## src/rtl/vscale_hasti_arbiter.sv

```systemverilog
// vscale_hasti_arbiter
// Shares one AHB-Lite (HASTI) master port between NUM_PORTS core-side
// request ports. The address phase is combinational from the winning
// requester. The data phase follows one registered stage later, so address
// and data phases of consecutive transfers overlap. Arbitration is
// round-robin: the search starts just after the last accepted port.
//
// Optional build macro: HASTI_ARB_LOCK_EN
//   When it is defined, the core_mem_lock input is added. A port whose
//   accepted transfer is locked keeps the bus until it issues an unlocked
//   transfer or stops requesting.
//
// Ports
//   clk, reset_n            clock, asynchronous active-low reset
//   core_mem_en/wen/size/addr     per-port request (address phase)
//   core_mem_wdata_delayed        per-port write data (data phase)
//   core_mem_lock                 per-port lock request (lock builds only)
//   core_mem_rdata/wait/badmem_e  per-port read data, stall, bus error
//   haddr..hwdata                 AHB-Lite master outputs
//   hrdata, hready, hresp         AHB-Lite slave responses
module vscale_hasti_arbiter #(
  parameter int NUM_PORTS  = 2,
  parameter int ADDR_WIDTH = 32,
  parameter int DATA_WIDTH = 32
) (
  input  logic                            clk,
  input  logic                            reset_n,
  input  logic [NUM_PORTS-1:0]            core_mem_en,
  input  logic [NUM_PORTS-1:0]            core_mem_wen,
  input  logic [3*NUM_PORTS-1:0]          core_mem_size,
  input  logic [ADDR_WIDTH*NUM_PORTS-1:0] core_mem_addr,
  input  logic [DATA_WIDTH*NUM_PORTS-1:0] core_mem_wdata_delayed,
`ifdef HASTI_ARB_LOCK_EN
  input  logic [NUM_PORTS-1:0]            core_mem_lock,
`endif
  output logic [DATA_WIDTH*NUM_PORTS-1:0] core_mem_rdata,
  output logic [NUM_PORTS-1:0]            core_mem_wait,
  output logic [NUM_PORTS-1:0]            core_badmem_e,
  output logic [ADDR_WIDTH-1:0]           haddr,
  output logic                            hwrite,
  output logic [2:0]                      hsize,
  output logic [2:0]                      hburst,
  output logic                            hmastlock,
  output logic [3:0]                      hprot,
  output logic [1:0]                      htrans,
  output logic [DATA_WIDTH-1:0]           hwdata,
  input  logic [DATA_WIDTH-1:0]           hrdata,
  input  logic                            hready,
  input  logic                            hresp
);

  localparam int PW = (NUM_PORTS > 1) ? $clog2(NUM_PORTS) : 1;
  localparam logic [PW-1:0] LAST_PORT = PW'(NUM_PORTS - 1);

  typedef enum logic [1:0] {
    TRANS_IDLE   = 2'b00,
    TRANS_NONSEQ = 2'b10
  } htrans_e;

  logic [ADDR_WIDTH-1:0] w_addr  [NUM_PORTS];
  logic [DATA_WIDTH-1:0] w_wdata [NUM_PORTS];
  logic [2:0]            w_size  [NUM_PORTS];

  logic          w_rrGrantValid;
  logic [PW-1:0] w_rrGrantIdx;
  logic          w_grantValid;
  logic [PW-1:0] w_grantIdx;

  logic          r_dphaseValid;
  logic [PW-1:0] r_dphasePort;
  logic          r_dphaseWrite;
  logic [PW-1:0] r_rrPtr;

  // Port index reached by stepping 'offset' places past 'base', wrapping at
  // NUM_PORTS. The port count need not be a power of two. Because offset
  // never exceeds NUM_PORTS, one conditional subtract is enough.
  function automatic logic [PW-1:0] portAfter(input logic [PW-1:0] base,
                                               input int offset);
    int k;
    k = int'(base) + offset;
    if (k >= NUM_PORTS) k = k - NUM_PORTS;
    return PW'(k);
  endfunction

  // Split the flat per-port buses into arrays so that the granted port and
  // the data-phase port can be selected by plain indexing.
  always_comb begin
    for (int i = 0; i < NUM_PORTS; i++) begin
      w_addr[i]  = core_mem_addr[i*ADDR_WIDTH +: ADDR_WIDTH];
      w_wdata[i] = core_mem_wdata_delayed[i*DATA_WIDTH +: DATA_WIDTH];
      w_size[i]  = core_mem_size[i*3 +: 3];
    end
  end

  // Round-robin search starting one place after the last accepted port.
  // The loop walks from the farthest candidate to the nearest one, so the
  // nearest requesting port is the last one written and therefore wins.
  // With a single port this reduces to grant = core_mem_en[0].
  always_comb begin
    w_rrGrantValid = 1'b0;
    w_rrGrantIdx   = '0;
    for (int i = NUM_PORTS; i >= 1; i--) begin
      if (core_mem_en[portAfter(r_rrPtr, i)]) begin
        w_rrGrantValid = 1'b1;
        w_rrGrantIdx   = portAfter(r_rrPtr, i);
      end
    end
  end

`ifdef HASTI_ARB_LOCK_EN
  logic          r_lockHold;
  logic [PW-1:0] r_lockPort;

  // A held lock pins the grant to the owning port. If that port is idle,
  // the bus stays reserved and htrans shows IDLE. Reset also masks the
  // grant, so nothing is driven onto the bus while reset_n is low.
  always_comb begin
    if (r_lockHold) begin
      w_grantValid = reset_n & core_mem_en[r_lockPort];
      w_grantIdx   = r_lockPort;
    end else begin
      w_grantValid = reset_n & w_rrGrantValid;
      w_grantIdx   = w_rrGrantIdx;
    end
  end

  // Every accepted transfer refreshes the lock from its own lock bit. The
  // lock is therefore set by a locked accept and cleared by an unlocked
  // accept from the owner. An owner that stops requesting while the bus
  // is ready also gives up the lock.
  always_ff @(posedge clk or negedge reset_n) begin
    if (!reset_n) begin
      r_lockHold <= 1'b0;
      r_lockPort <= '0;
    end else if (hready) begin
      if (w_grantValid) begin
        r_lockHold <= core_mem_lock[w_grantIdx];
        r_lockPort <= w_grantIdx;
      end else if (r_lockHold) begin
        r_lockHold <= 1'b0;
      end
    end
  end

  assign hmastlock = w_grantValid & core_mem_lock[w_grantIdx];
`else
  // Without lock support the grant is pure round-robin. It is masked
  // during reset so the bus stays idle while reset_n is low.
  always_comb begin
    w_grantValid = reset_n & w_rrGrantValid;
    w_grantIdx   = w_rrGrantIdx;
  end

  assign hmastlock = 1'b0;
`endif

  // Pipeline register between the address phase and the data phase. An
  // accept needs hready, and a low hready freezes everything so that the
  // stalled data phase keeps pointing at its owner. After reset the
  // round-robin pointer sits on the last port, so port 0 is searched first.
  always_ff @(posedge clk or negedge reset_n) begin
    if (!reset_n) begin
      r_dphaseValid <= 1'b0;
      r_dphasePort  <= '0;
      r_dphaseWrite <= 1'b0;
      r_rrPtr       <= LAST_PORT;
    end else if (hready) begin
      if (w_grantValid) begin
        r_dphaseValid <= 1'b1;
        r_dphasePort  <= w_grantIdx;
        r_dphaseWrite <= core_mem_wen[w_grantIdx];
        r_rrPtr       <= w_grantIdx;
      end else begin
        r_dphaseValid <= 1'b0;
      end
    end
  end

  // Address-phase outputs come straight from the granted requester. When
  // there is no grant they are zero so the bus shows a clean IDLE.
  always_comb begin
    htrans = TRANS_IDLE;
    haddr  = '0;
    hwrite = 1'b0;
    hsize  = 3'b000;
    if (w_grantValid) begin
      htrans = TRANS_NONSEQ;
      haddr  = w_addr[w_grantIdx];
      hwrite = core_mem_wen[w_grantIdx];
      hsize  = w_size[w_grantIdx];
    end
  end

  assign hburst = 3'b000;
  assign hprot  = 4'b0011;

  // Write data is taken live from the data-phase owner. The core holds it
  // steady while hready is low.
  always_comb begin
    hwdata = '0;
    if (r_dphaseValid && r_dphaseWrite) hwdata = w_wdata[r_dphasePort];
  end

  // Per-port returns. Read data and the bus error go only to the data-phase
  // owner. The error flag follows hresp directly, so it stays high for both
  // cycles of a two-cycle ERROR response. A low hready stalls every port.
  // A requesting port that lost arbitration also waits.
  always_comb begin
    core_mem_rdata = '0;
    core_mem_wait  = '0;
    core_badmem_e  = '0;
    for (int i = 0; i < NUM_PORTS; i++) begin
      if (r_dphaseValid && r_dphasePort == PW'(i) && !r_dphaseWrite)
        core_mem_rdata[i*DATA_WIDTH +: DATA_WIDTH] = hrdata;
      core_badmem_e[i] = r_dphaseValid & (r_dphasePort == PW'(i)) & hresp;
      core_mem_wait[i] = ~hready |
                         (core_mem_en[i] & ~(w_grantValid & (w_grantIdx == PW'(i))));
    end
  end

endmodule

```

## config.mk

```make
export PLATFORM = sky130hd
export DESIGN_NAME = vscale_hasti_arbiter
export DESIGN_NICKNAME = d
export VERILOG_FILES = /design/src/rtl/vscale_hasti_arbiter.sv
export SDC_FILE = /design/constraint.sdc
export NUM_CORES = 1
export LEC_CHECK = 0
export BUFFER_PORTS_ARGS = -buffer_cell sky130_fd_sc_hd__buf_2
export CAP_MARGIN = 25
export CELL_PAD_IN_SITES_DETAIL_PLACEMENT = 1
export CELL_PAD_IN_SITES_GLOBAL_PLACEMENT = 1
export CORE_AREA = 2 2 123 125
export CTS_CLUSTER_DIAMETER = 30
export CTS_CLUSTER_SIZE = 20
export DETAILED_ROUTE_END_ITERATION = 16
export DIE_AREA = 0 0 125 127
export PLACE_DENSITY_LB_ADDON = 0.1
export REMOVE_ABC_BUFFERS = 1
export SLEW_MARGIN = 40
export SYNTH_ARGS = -nofsm -noshare
export SYNTH_HDL_FRONTEND = slang
export SYNTH_SLANG_ARGS = --single-unit
```

## constraint.sdc

```tcl
create_clock -name clk -period 1.72 [get_ports clk]
set_input_delay 0 -clock clk [delete_from_list [all_inputs] [get_ports clk]]
set_output_delay 0 -clock clk [all_outputs]
set_load 0.02 [all_outputs]
```

Word-level counts from Yosys, hierarchy flattened
Index checks and enable logic that the tools add are counted.

storage, ports and cells
  bits of input ports = 174
  word-level logic and storage cells = 69
  register bits after elaboration = 4

operators by class
  multiplexer cells = 29
  $add $sub $neg = 4
  bitwise logic cells = 18
  order comparisons = 7
  reduce and logical (&&, ||, !) cells = 7

operator list
  kind                                                                                 number
  32-bit 2-to-1 mux                                                                    10
  1-bit 2-to-1 mux                                                                     14
  3-bit 2-to-1 mux                                                                     4
  1-bit AND                                                                            9
  2-bit greater-or-equal comparator, second input constant                             3
  1-bit by 2-bit less-than comparator with 1-bit output, second input constant         3
  1-bit logical AND                                                                    5
  1-bit inverter                                                                       5
  1-bit inverter with 2-bit output                                                     2
  1-bit by 2-bit adder with 3-bit output, second input constant                        1
  3-bit by 2-bit greater-or-equal comparator with 1-bit output, second input constant  1
  1-bit by 1-bit adder with 2-bit output, second input constant                        1
  2-bit 2-to-1 mux                                                                     1
  1-bit OR                                                                             2
  2-bit AND reduction                                                                  1
  1-bit subtractor, second input constant                                              2
  1-bit logical NOT                                                                    1

Depth between registers and ports, before layout
Gate-level depths: netlist of the first run.

  word-level depth = 12
  gate-level depth with buffers = 5

Least setup slack after synthesis of the first run
Ideal clock, no wire load.

  path kind = register to output
  start = reg r_rrPtr
  end = out core_mem_wait[1]
  buffers on the path = 2
  slack = 0.388 ns
  data arrival time = 1.332 ns
  data required time = 1.720 ns
  stages on the path, launching flop included = 6
  path through = dfstp_2 a21boi_2 and2_4 buf_12 buf_12 o21ai_1

on the way
  word-level cells in the longest chain between the ends = 12
  elaborated cells between the ends (all ways) = 21
  those cells by class = add/sub (4); order compare (2); mux (10); bitwise (5)

ends and longest elaborated chain
  what                                                                                                     RTL line  source
  start, declared                                                                                          72        logic [PW-1:0] r_rrPtr;
  start signal, assigned                                                                                   172       r_rrPtr <= w_grantIdx;
  1-bit by 2-bit adder with 3-bit output                                                                   80        k = int'(base) + offset;
  3-bit by 2-bit greater-or-equal comparator with 1-bit output / 1-bit subtractor (equally long branches)  81        if (k >= NUM_PORTS) k = k - NUM_PORTS;
  1-bit 2-to-1 mux                                                                                         81
  1-bit 2-to-1 mux (implied by the code) (2 in series)                                                     103       if (core_mem_en[portAfter(r_rrPtr, i)]) begin
  1-bit 2-to-1 mux (2 in series)                                                                           103
  1-bit AND                                                                                                150       w_grantValid = reset_n & w_rrGrantValid;
  1-bit AND (*)                                                                                            217       (core_mem_en[i] & ~(w_grantValid & (w_grantIdx == PW'(i))));
  1-bit inverter (*)                                                                                       217
  1-bit AND (*)                                                                                            217
  1-bit OR (*)                                                                                             216       core_mem_wait[i] = ~hready |
  end, declared                                                                                            37        output logic [NUM_PORTS-1:0] core_mem_wait,

Every way passes the cells marked *; elsewhere a longest branch is shown, timed or not. The select of a mux whose other input is x is not followed.

Final worst setup path of the first run
  start = reg r_rrPtr
  end = out haddr[0]

on the way
  word-level cells in the longest chain between the ends = 12
  elaborated cells between the ends (all ways) = 22
  those cells by class = add/sub (4); order compare (2); mux (14); bitwise (2)

ends and longest elaborated chain
  what                                                                                                     RTL line  source
  1-bit by 2-bit adder with 3-bit output                                                                   80
  3-bit by 2-bit greater-or-equal comparator with 1-bit output / 1-bit subtractor (equally long branches)  81
  1-bit 2-to-1 mux                                                                                         81
  1-bit 2-to-1 mux (implied by the code) (2 in series)                                                     103
  1-bit 2-to-1 mux (2 in series)                                                                           103
  1-bit inverter with 2-bit output (implied by the code)                                                   188       haddr = w_addr[w_grantIdx];
  32-bit 2-to-1 mux (implied by the code) (3 in series)                                                    188
  32-bit 2-to-1 mux (*)                                                                                    186       if (w_grantValid) begin
  end, declared                                                                                            39        output logic [ADDR_WIDTH-1:0] haddr,

Marks and branches as above.

==> results of run 1 <==
[final cells by class]
| type | instances | share of cell area |
|---|---|---|
| flip-flops and latches | 4 | 0.02998 |
| repair buffers | 317 | 0.4819 |
| well taps | 184 | 0.06728 |
| inverters | 3 | 0.003291 |
| clock buffers | 4 | 0.02303 |
| multi-input cells | 197 | 0.3945 |
[layer usage]
layer | up-vias | GRT usage
met2 | 146 | 0.2407
met3 | 10 | 0.02722
met4 | 0 | 0.02026
met1 | 1256 | 0.1164
met5 | - | 0
li1 | 1358 | -
[metrics by stage]
| step | power (W) | setup WS, ns | util | setup TNS (ns) | instances |
|---|---|---|---|---|---|
| after floorplan | 0.0008363 | -0.4886 | - | -31.36 | 203 |
| after global placement | 0.001351 | 0.3326 | 0.2287 | 0 | 702 |
| after detailed placement | 0.001365 | 0.2986 | 0.2287 | 0 | 702 |
| after CTS | 0.001754 | 0.05406 | 0.2348 | 0 | 707 |
| after global routing | 0.001867 | -0.004521 | 0.2372 | -0.006077 | 709 |
| final | 0.001743 | 0.05493 | 0.2372 | 0 | 709 |
[cell families (layout without fill, tap and decap cells)]
kind of cell | after synthesis | after routing | synth area share
buffers and inverters | 34 | 324 | 0.1696
and+or+nand+nor | 110 | 111 | 0.3539
other | 2 | 9 | 0.004407
AOI/OAI and AO/OA | 44 | 44 | 0.2188
DFF | 4 | 4 | 0.05947
muxes | 33 | 33 | 0.1938
[what timing repair did]
item / 4_1_cts / 5_1_grt
endpoints found under the hold margin: 4 / 0
resized for setup: 0 / 2
endpoints found under the setup margin: 0 / 4
hold buffers: 1 / 0
[power breakdown]
group	internal, W	switching (W)	total [W]	leakage, nW
Combinational	0.000527	0.000698	0.00123	2.13
Clock	0.000307	0.0000727	0.000380	0.0382
Sequential	0.000117	0.0000212	0.000138	0.0449
[synthesized netlist by cell type (2+ instances only)]
master    instances  area (um^2)
inv_1             3        11.26
clkbuf_1          3        11.26
nand2_1           4        15.01
nor2_1           34        127.6
o21ai_1           2        10.01
and3_1            2        12.51
and2_1           64        400.4
conb_1            2        7.510
dfrtp_1           3        75.07
buf_8             3        45.04
buf_4            12        90.09
a22o_1           35        306.5
buf_12            4        80.08
mux2i_1          33        330.3
buf_2             8        40.04
[worst register-to-register path, stage by stage, from the launching register on]
cell and delay (ns):
dfstp_2 0.37, a21boi_2 0.27, mux2i_1 0.35, a21oi_1 0.12
[flip-flops by register name, summed over array words and instances (netlist names)]
register,count
r_dphasePort,1
r_dphaseValid,1
r_dphaseWrite,1
r_rrPtr,1
[path summary, 6_finish.rpt]
check | from | to | slack, ns | cells after the start
max | r_rrPtr$_DFFE_PN1P_ | haddr[0] | 0.05 | 5
min reg2reg | r_rrPtr$_DFFE_PN1P_ | r_rrPtr$_DFFE_PN1P_ | 0.52 | 2
max in group asynchronous | reset_n | r_rrPtr$_DFFE_PN1P_ | 1.28 | 2
min | hready | r_rrPtr$_DFFE_PN1P_ | 0.09 | 3
max reg2reg | r_rrPtr$_DFFE_PN1P_ | r_dphaseWrite$_DFFE_PN0P_ | 0.49 | 3
min in group asynchronous | reset_n | r_dphaseWrite$_DFFE_PN0P_ | 0.18 | 2
==> run summary, run 1 <==
Crit start category: register
DR vias: 2,770
Top FF cell, synth: dfrtp_1
Gr usage total: 0.1156
TritonCTS Buffers: 3
Fin crit share: 0.9681
CP max-delay cell: dfstp_2
Die area: 15,880 um^2
Commonest non-fill, non-tap cell in the layout: buf_2
Wire length on met2: 5.973 mm
Reg clk slew, reported paths: 0.03 ns
Most frequent cells in the layout: 310 x buf_2, 64 x and2_1, 35 x a22o_1
Final Instance Area: 3422 um^2
Status: complete, no violations
Max Used Layer: met4
Final Setup Violations: 0
Buf+Inv Stages, Crit Path: 2
Max Freq: 600.6 MHz
Initial drt markers: 63
Initial Util: 0.1181
Die Ht: 127 um
Largest stage delay on the critical path: 0.54 ns
Fill cells: 1,836
Routed Antenna Nets: 0
Post-synthesis sequential area ratio: 0.05947
Worst Path Required: 1.72 ns
Site Rows: 44
Post-synth ARST share: 1.000
Hold Fails Final Rpt: 0
Met3 WL: 815 um
Core box area: 14,420 um^2
Largest net degree at the start of global routing: 37
Crit-path leading delay family: flip-flops
Fin nets: 700
First-pass GRT wire length: 15.05 mm
Total iterations of the first detailed-routing run: 4
Largest fanout on the critical path: 18
Peak VDD IR: 228.4 uV
Antenna violations before repair: 0
Area after DPL: 3298 um^2
Post-synth EDFFs: 0
Final min period: 1.665 ns
Fin Hold WS: 0.09337 ns
Overflow after GRT: 0
Synth-to-layout area growth: 100.8%
Storage element area: 102.6 um^2
Crit path DAT: 1.67 ns
CP cell instances: nand2b_1 > and3_2 > clkbuf_16 > a22o_1 > buf_2
CTS root buf: clkbuf_16
# Max-Cap Violations: 0
YS warnings: 0
Vias in the first global route: 2,785
Layout cells sized above 1: 0.6210
Critical path type: register to primary output
Clock latency on the worst-skew pair: 0.22 ns
H-Tree Level Count: 1
Setup Skew: 0.0003930 ns
Ports: 320
Avg WL per Cell: 14.91 um
Crit. End Element: primary output
Post-Syn Area: 1704 um^2
DP HPWL: 8.825 mm
Post-synthesis cell type count: 30
Multi-input logic area: 1350 um^2
Final wirelength: 10.57 mm
Post-CTS setup buffers: 0
Antenna diode count: 0
CTS max path bufs: 2
Met1 wire length: 3.624 mm
Synth Instances: 227
Register bit count reported by yosys: 4
Vias per cell: 3.907
TritonCTS clock tree: built
# port buffers: 310
GPL Wtd Cong: 0.8206
Leak pwr: 2.218 nW
Power density over the cells: 509.4 nW/um^2
Drt drc: 0
Avg Cell Area, Syn: 7.507 um^2
Fin. max-slew vios: 0
Hold Path Class: primary input to register
Die width: 125 um
CTS Sinks: 4
No activity file was read; power rests on OpenSTA's default activity.
==> run 2: changes to the inputs <==
--- a/config.mk
+++ b/config.mk
@@ -5,7 +5,6 @@
 export SDC_FILE = /design/constraint.sdc
 export NUM_CORES = 1
 export LEC_CHECK = 0
-export BUFFER_PORTS_ARGS = -buffer_cell sky130_fd_sc_hd__buf_2
 export CAP_MARGIN = 25
 export CELL_PAD_IN_SITES_DETAIL_PLACEMENT = 1
 export CELL_PAD_IN_SITES_GLOBAL_PLACEMENT = 1
@@ -14,6 +13,7 @@
 export CTS_CLUSTER_SIZE = 20
 export DETAILED_ROUTE_END_ITERATION = 16
 export DIE_AREA = 0 0 125 127
+export DONT_BUFFER_PORTS = 1
 export PLACE_DENSITY_LB_ADDON = 0.1
 export REMOVE_ABC_BUFFERS = 1
 export SLEW_MARGIN = 40
==> run summary, run 2 (synthesized netlist as in run 1, its figures left out) <==
Status: complete, no violations
Fin Hold WS: 0.01337 ns
Total iterations of the first detailed-routing run: 4
Non-filler cells, final: 433
Final min period: 1.607 ns
Post-Place Cells: 426
Vias in the first global route: 1,679
CP cell instances: nand2b_1 > and3_1 > buf_12 > a22o_1
DP Worst Slack: 0.3470 ns
Die Ht: 127 um
PostCTS Resize Cnt: 0
First-pass GRT wire length: 10.29 mm
Sum Neg Setup Slack: 0 ns
Initial Util: 0.1181
Fin crit share: 0.9343
Storage element area: 102.6 um^2
Final wirelength: 7.825 mm
Multi-input logic area: 1340 um^2
# Max-Cap Violations: 0
Drt drc: 0
H-Tree Level Count: 1
Avg WL per Cell: 18.07 um
Buf+Inv Stages, Crit Path: 1
DP HPWL: 6.566 mm
Crit. End Element: primary output
Power density over the cells: 688.5 nW/um^2
Final Setup Violations: 0
Post-route setup slack: 0.1131 ns
DR vias: 1,804
GPL Wtd Cong: 0.6902
Most frequent cells in the layout: 64 x and2_1, 37 x buf_4, 35 x a22o_1
Max Freq: 622.3 MHz
CP max-delay cell: dfstp_2
Ports: 320
Core box area: 14,420 um^2
Antenna violations before repair: 0
TritonCTS Buffers: 3
Largest stage delay on the critical path: 0.54 ns
Overflow after GRT: 0
TritonCTS clock tree: built
Site Rows: 44
Crit-path leading delay family: flip-flops
Die area: 15,880 um^2
CTS root buf: clkbuf_16
Peak VDD IR: 295.4 uV
Initial drt markers: 45
Synth-to-layout area growth: 23.86%
CTS max path bufs: 2
Clock latency on the worst-skew pair: 0.22 ns
Worst Path Required: 1.72 ns
Fill cells: 1,759
Fin nets: 424
Commonest non-fill, non-tap cell in the layout: and2_1
Antenna diode count: 0
Vias per cell: 4.166
Largest fanout on the critical path: 27
Post-CTS setup buffers: 0
Leak pwr: 0.9886 nW
Hold Path Class: primary input to register
Hold Fails Final Rpt: 0
Largest net degree at the start of global routing: 37
Die width: 125 um
Gr usage total: 0.08331
Fin. max-slew vios: 0
# port buffers: 0
Setup Skew: 0.001048 ns
CTS Sinks: 4
Critical path type: register to primary output
Crit start category: register
Crit path DAT: 1.61 ns
Layout cells sized above 1: 0.1888
RSZ-0062 raised after global routing: false
Reg clk slew, reported paths: 0.03 ns
Routed Antenna Nets: 0
-- run 2: power breakdown --
group,internal (W),switching (W),total (W)
Combinational,0.000345,0.000594,0.000940
Clock,0.000306,0.0000671,0.000373
Sequential,0.000117,0.0000233,0.000140
-- run 2: worst paths after layout --
path,slack [ns],cells after the start,end,from
hold / removal,0.01,2,r_dphasePort$_DFFE_PN0P_,core_mem_en[0]
hold reg to reg,0.58,1,r_dphasePort$_DFFE_PN0P_,r_dphasePort$_DFFE_PN0P_
setup reg to reg,0.34,3,r_rrPtr$_DFFE_PN1P_,r_rrPtr$_DFFE_PN1P_
setup / recovery,0.11,4,haddr[7],r_rrPtr$_DFFE_PN1P_
max in group asynchronous,1.32,1,r_rrPtr$_DFFE_PN1P_,reset_n
min in group asynchronous,0.11,1,r_dphaseValid$_DFFE_PN0P_,reset_n
-- run 2: stage by stage --
stage / power (W) / instance area, um^2 / utilization
final: 0.001453 / 2111 / 0.1463
after global routing: 0.001539 / 2111 / 0.1463
after CTS: 0.001477 / 2111 / 0.1463
after detailed placement: 0.001078 / 2002 / 0.1388
after global placement: 0.001078 / 2002 / 0.1388
after floorplan: 0.0008363 / 1453 / -
-- run 2: routing by layer --
metal	up-vias	routed length, um	track usage
met5	-	0	0
met4	0	42	0.01176
met3	4	699	0.02471
met2	143	4407	0.1618
met1	855	2676	0.09116
li1	802	-	-
-- run 2: timing repair --
action,CTS,global route
endpoints found under the setup margin,0,0
endpoints found under the hold margin,7,0
hold buffers,3,0
-- run 2: area by class of cell --
| cell class | instances | share of cell area |
|---|---|---|
| inverter | 3 | 0.005335 |
| timing repair buffer | 42 | 0.1648 |
| tap | 184 | 0.1091 |
| clock buffer | 4 | 0.03734 |
| sequential | 4 | 0.04861 |
| multi-input combinational | 196 | 0.6349 |
==> run 3: changes to the inputs <==
--- a/config.mk
+++ b/config.mk
@@ -14,6 +14,7 @@
 export DETAILED_ROUTE_END_ITERATION = 16
 export DIE_AREA = 0 0 125 127
 export DONT_BUFFER_PORTS = 1
+export MAX_ROUTING_LAYER = met4
 export PLACE_DENSITY_LB_ADDON = 0.1
 export REMOVE_ABC_BUFFERS = 1
 export SLEW_MARGIN = 40
==> run summary, run 3 (synthesized netlist as in run 1, its figures left out) <==
Status: complete, no violations
Crit. End Element: primary output
GRT busiest layer: met2
Fin crit share: 0.9327
First-pass GRT wire length: 10.30 mm
Initial drt markers: 38
Total iterations of the first detailed-routing run: 4
Fin Hold WS: 0.01266 ns
CTS max path bufs: 2
GPL Wtd Cong: 0.6975
Worst R2R Start: r_rrPtr$_DFFE_PN1P_
Layout cells sized above 1: 0.1888
Setup Skew: 0.001064 ns
Vias in the first global route: 1,674
Most frequent cells in the layout: 64 x and2_1, 37 x buf_4, 35 x a22o_1
TritonCTS clock tree: built
Die width: 125 um
Vias per cell: 4.159
DR vias: 1,801
Gr usage total: 0.08585
Final min period: 1.604 ns
Avg WL per Cell: 18.10 um
Ports: 320
Overflow after GRT: 0
Hold Fails Final Rpt: 0
DP Worst Slack: 0.3470 ns
Commonest non-fill, non-tap cell in the layout: and2_1
Crit start category: register
Largest net degree at the start of global routing: 37
Max Freq: 623.4 MHz
TritonCTS Buffers: 3
Crit. Startpoint: r_rrPtr$_DFFE_PN1P_
Core box area: 14,420 um^2
R2R Path End: r_rrPtr$_DFFE_PN1P_
M3 GR Usage: 0.02345
Die Ht: 127 um
Worst Reg-to-Reg Cells: 3
Final wirelength: 7.837 mm
Leak pwr: 0.9886 nW
Antenna violations before repair: 0
Site Rows: 44
Routed Antenna Nets: 0
Die area: 15,880 um^2
# port buffers: 0
Final Setup Violations: 0
Fin nets: 424
Post-Place Cells: 426
Worst Path Required: 1.72 ns
H-Tree Level Count: 1
Hold Path Class: primary input to register
Non-filler cells, final: 433
PostCTS Resize Cnt: 0
Clock latency on the worst-skew pair: 0.22 ns
Critical path type: register to primary output
Synth-to-layout area growth: 23.86%
Initial Util: 0.1181
CTS root buf: clkbuf_16
RSZ-0062 raised after global routing: false
# Max-Cap Violations: 0
Worst R2R Setup Slack: 0.34 ns
CTS Sinks: 4
Post-CTS setup buffers: 0
Drt drc: 0
Largest fanout on the critical path: 27
Reg clk slew, reported paths: 0.03 ns
Peak VDD IR: 295.4 uV
Crit path DAT: 1.60 ns
Fin. max-slew vios: 0
Post-route setup slack: 0.1158 ns
Grt met2 use: 0.1627
Power density over the cells: 688.7 nW/um^2
Met1 Use GR: 0.09142
Critical hold path startpoint: core_mem_en[0]
Worst setup endpoint: haddr[7]
Antenna diode count: 0
DP HPWL: 6.566 mm
## run 3: per-stage QoR
stage	setup TNS, ns	utilization	area (um^2)	power (W)
after global routing	0	0.1463	2111	0.001538
after floorplan	-31.36	-	1453	0.0008363
after global placement	0	0.1388	2002	0.001078
after CTS	0	0.1463	2111	0.001477
final	0	0.1463	2111	0.001454
after detailed placement	0	0.1388	2002	0.001078
## run 3: worst min-delay path by stage
| stage | to | slack (ns) | depth (start not counted) |
|---|---|---|---|
| floorplan | r_dphasePort$_DFFE_PN0P_ | -0.30 | 0 |
| global placement | r_dphasePort$_DFFE_PN0P_ | -0.29 | 0 |
| detailed placement | r_dphasePort$_DFFE_PN0P_ | -0.29 | 0 |
| CTS | r_dphasePort$_DFFE_PN0P_ | 0.01 | 2 |
| global route | r_dphasePort$_DFFE_PN0P_ | 0.02 | 2 |
| finish | r_dphasePort$_DFFE_PN0P_ | 0.01 | 2 |
## run 3: layout make-up
type                            count  area (um^2)
Fill cell                        1759        12310
Multi-Input combinational cell    196         1340
Timing Repair Buffer               42        347.8
Tap cell                          184        230.2
Sequential cell                     4        102.6
Clock buffer                        4        78.83
Inverter                            3        11.26
## run 3: report_power, final
part           total (W)  switching, W  internal [W]
logic           0.000940      0.000595      0.000345
registers       0.000140     0.0000233      0.000117
clock network   0.000373     0.0000670      0.000306
## run 3: routing by layer
metal  vias up  routed length [um]  part of all wire
li1        802                   -                 -
met1       852                2701              0.34
met2       143                4410              0.56
met3         4                 682             0.087
met4         0                  42            0.0054
met5         -                   0                 0
## run 3: what timing repair did
action,CTS,global route
hold buffers,3,0
endpoints found under the hold margin,7,0
endpoints found under the setup margin,0,0
## run 3: critical path, cell delays in order, from the launching register on
cell	delay, ns
dfstp_2	0.54
nand2b_1	0.11
and3_1	0.24
buf_12	0.19
a22o_1	0.30
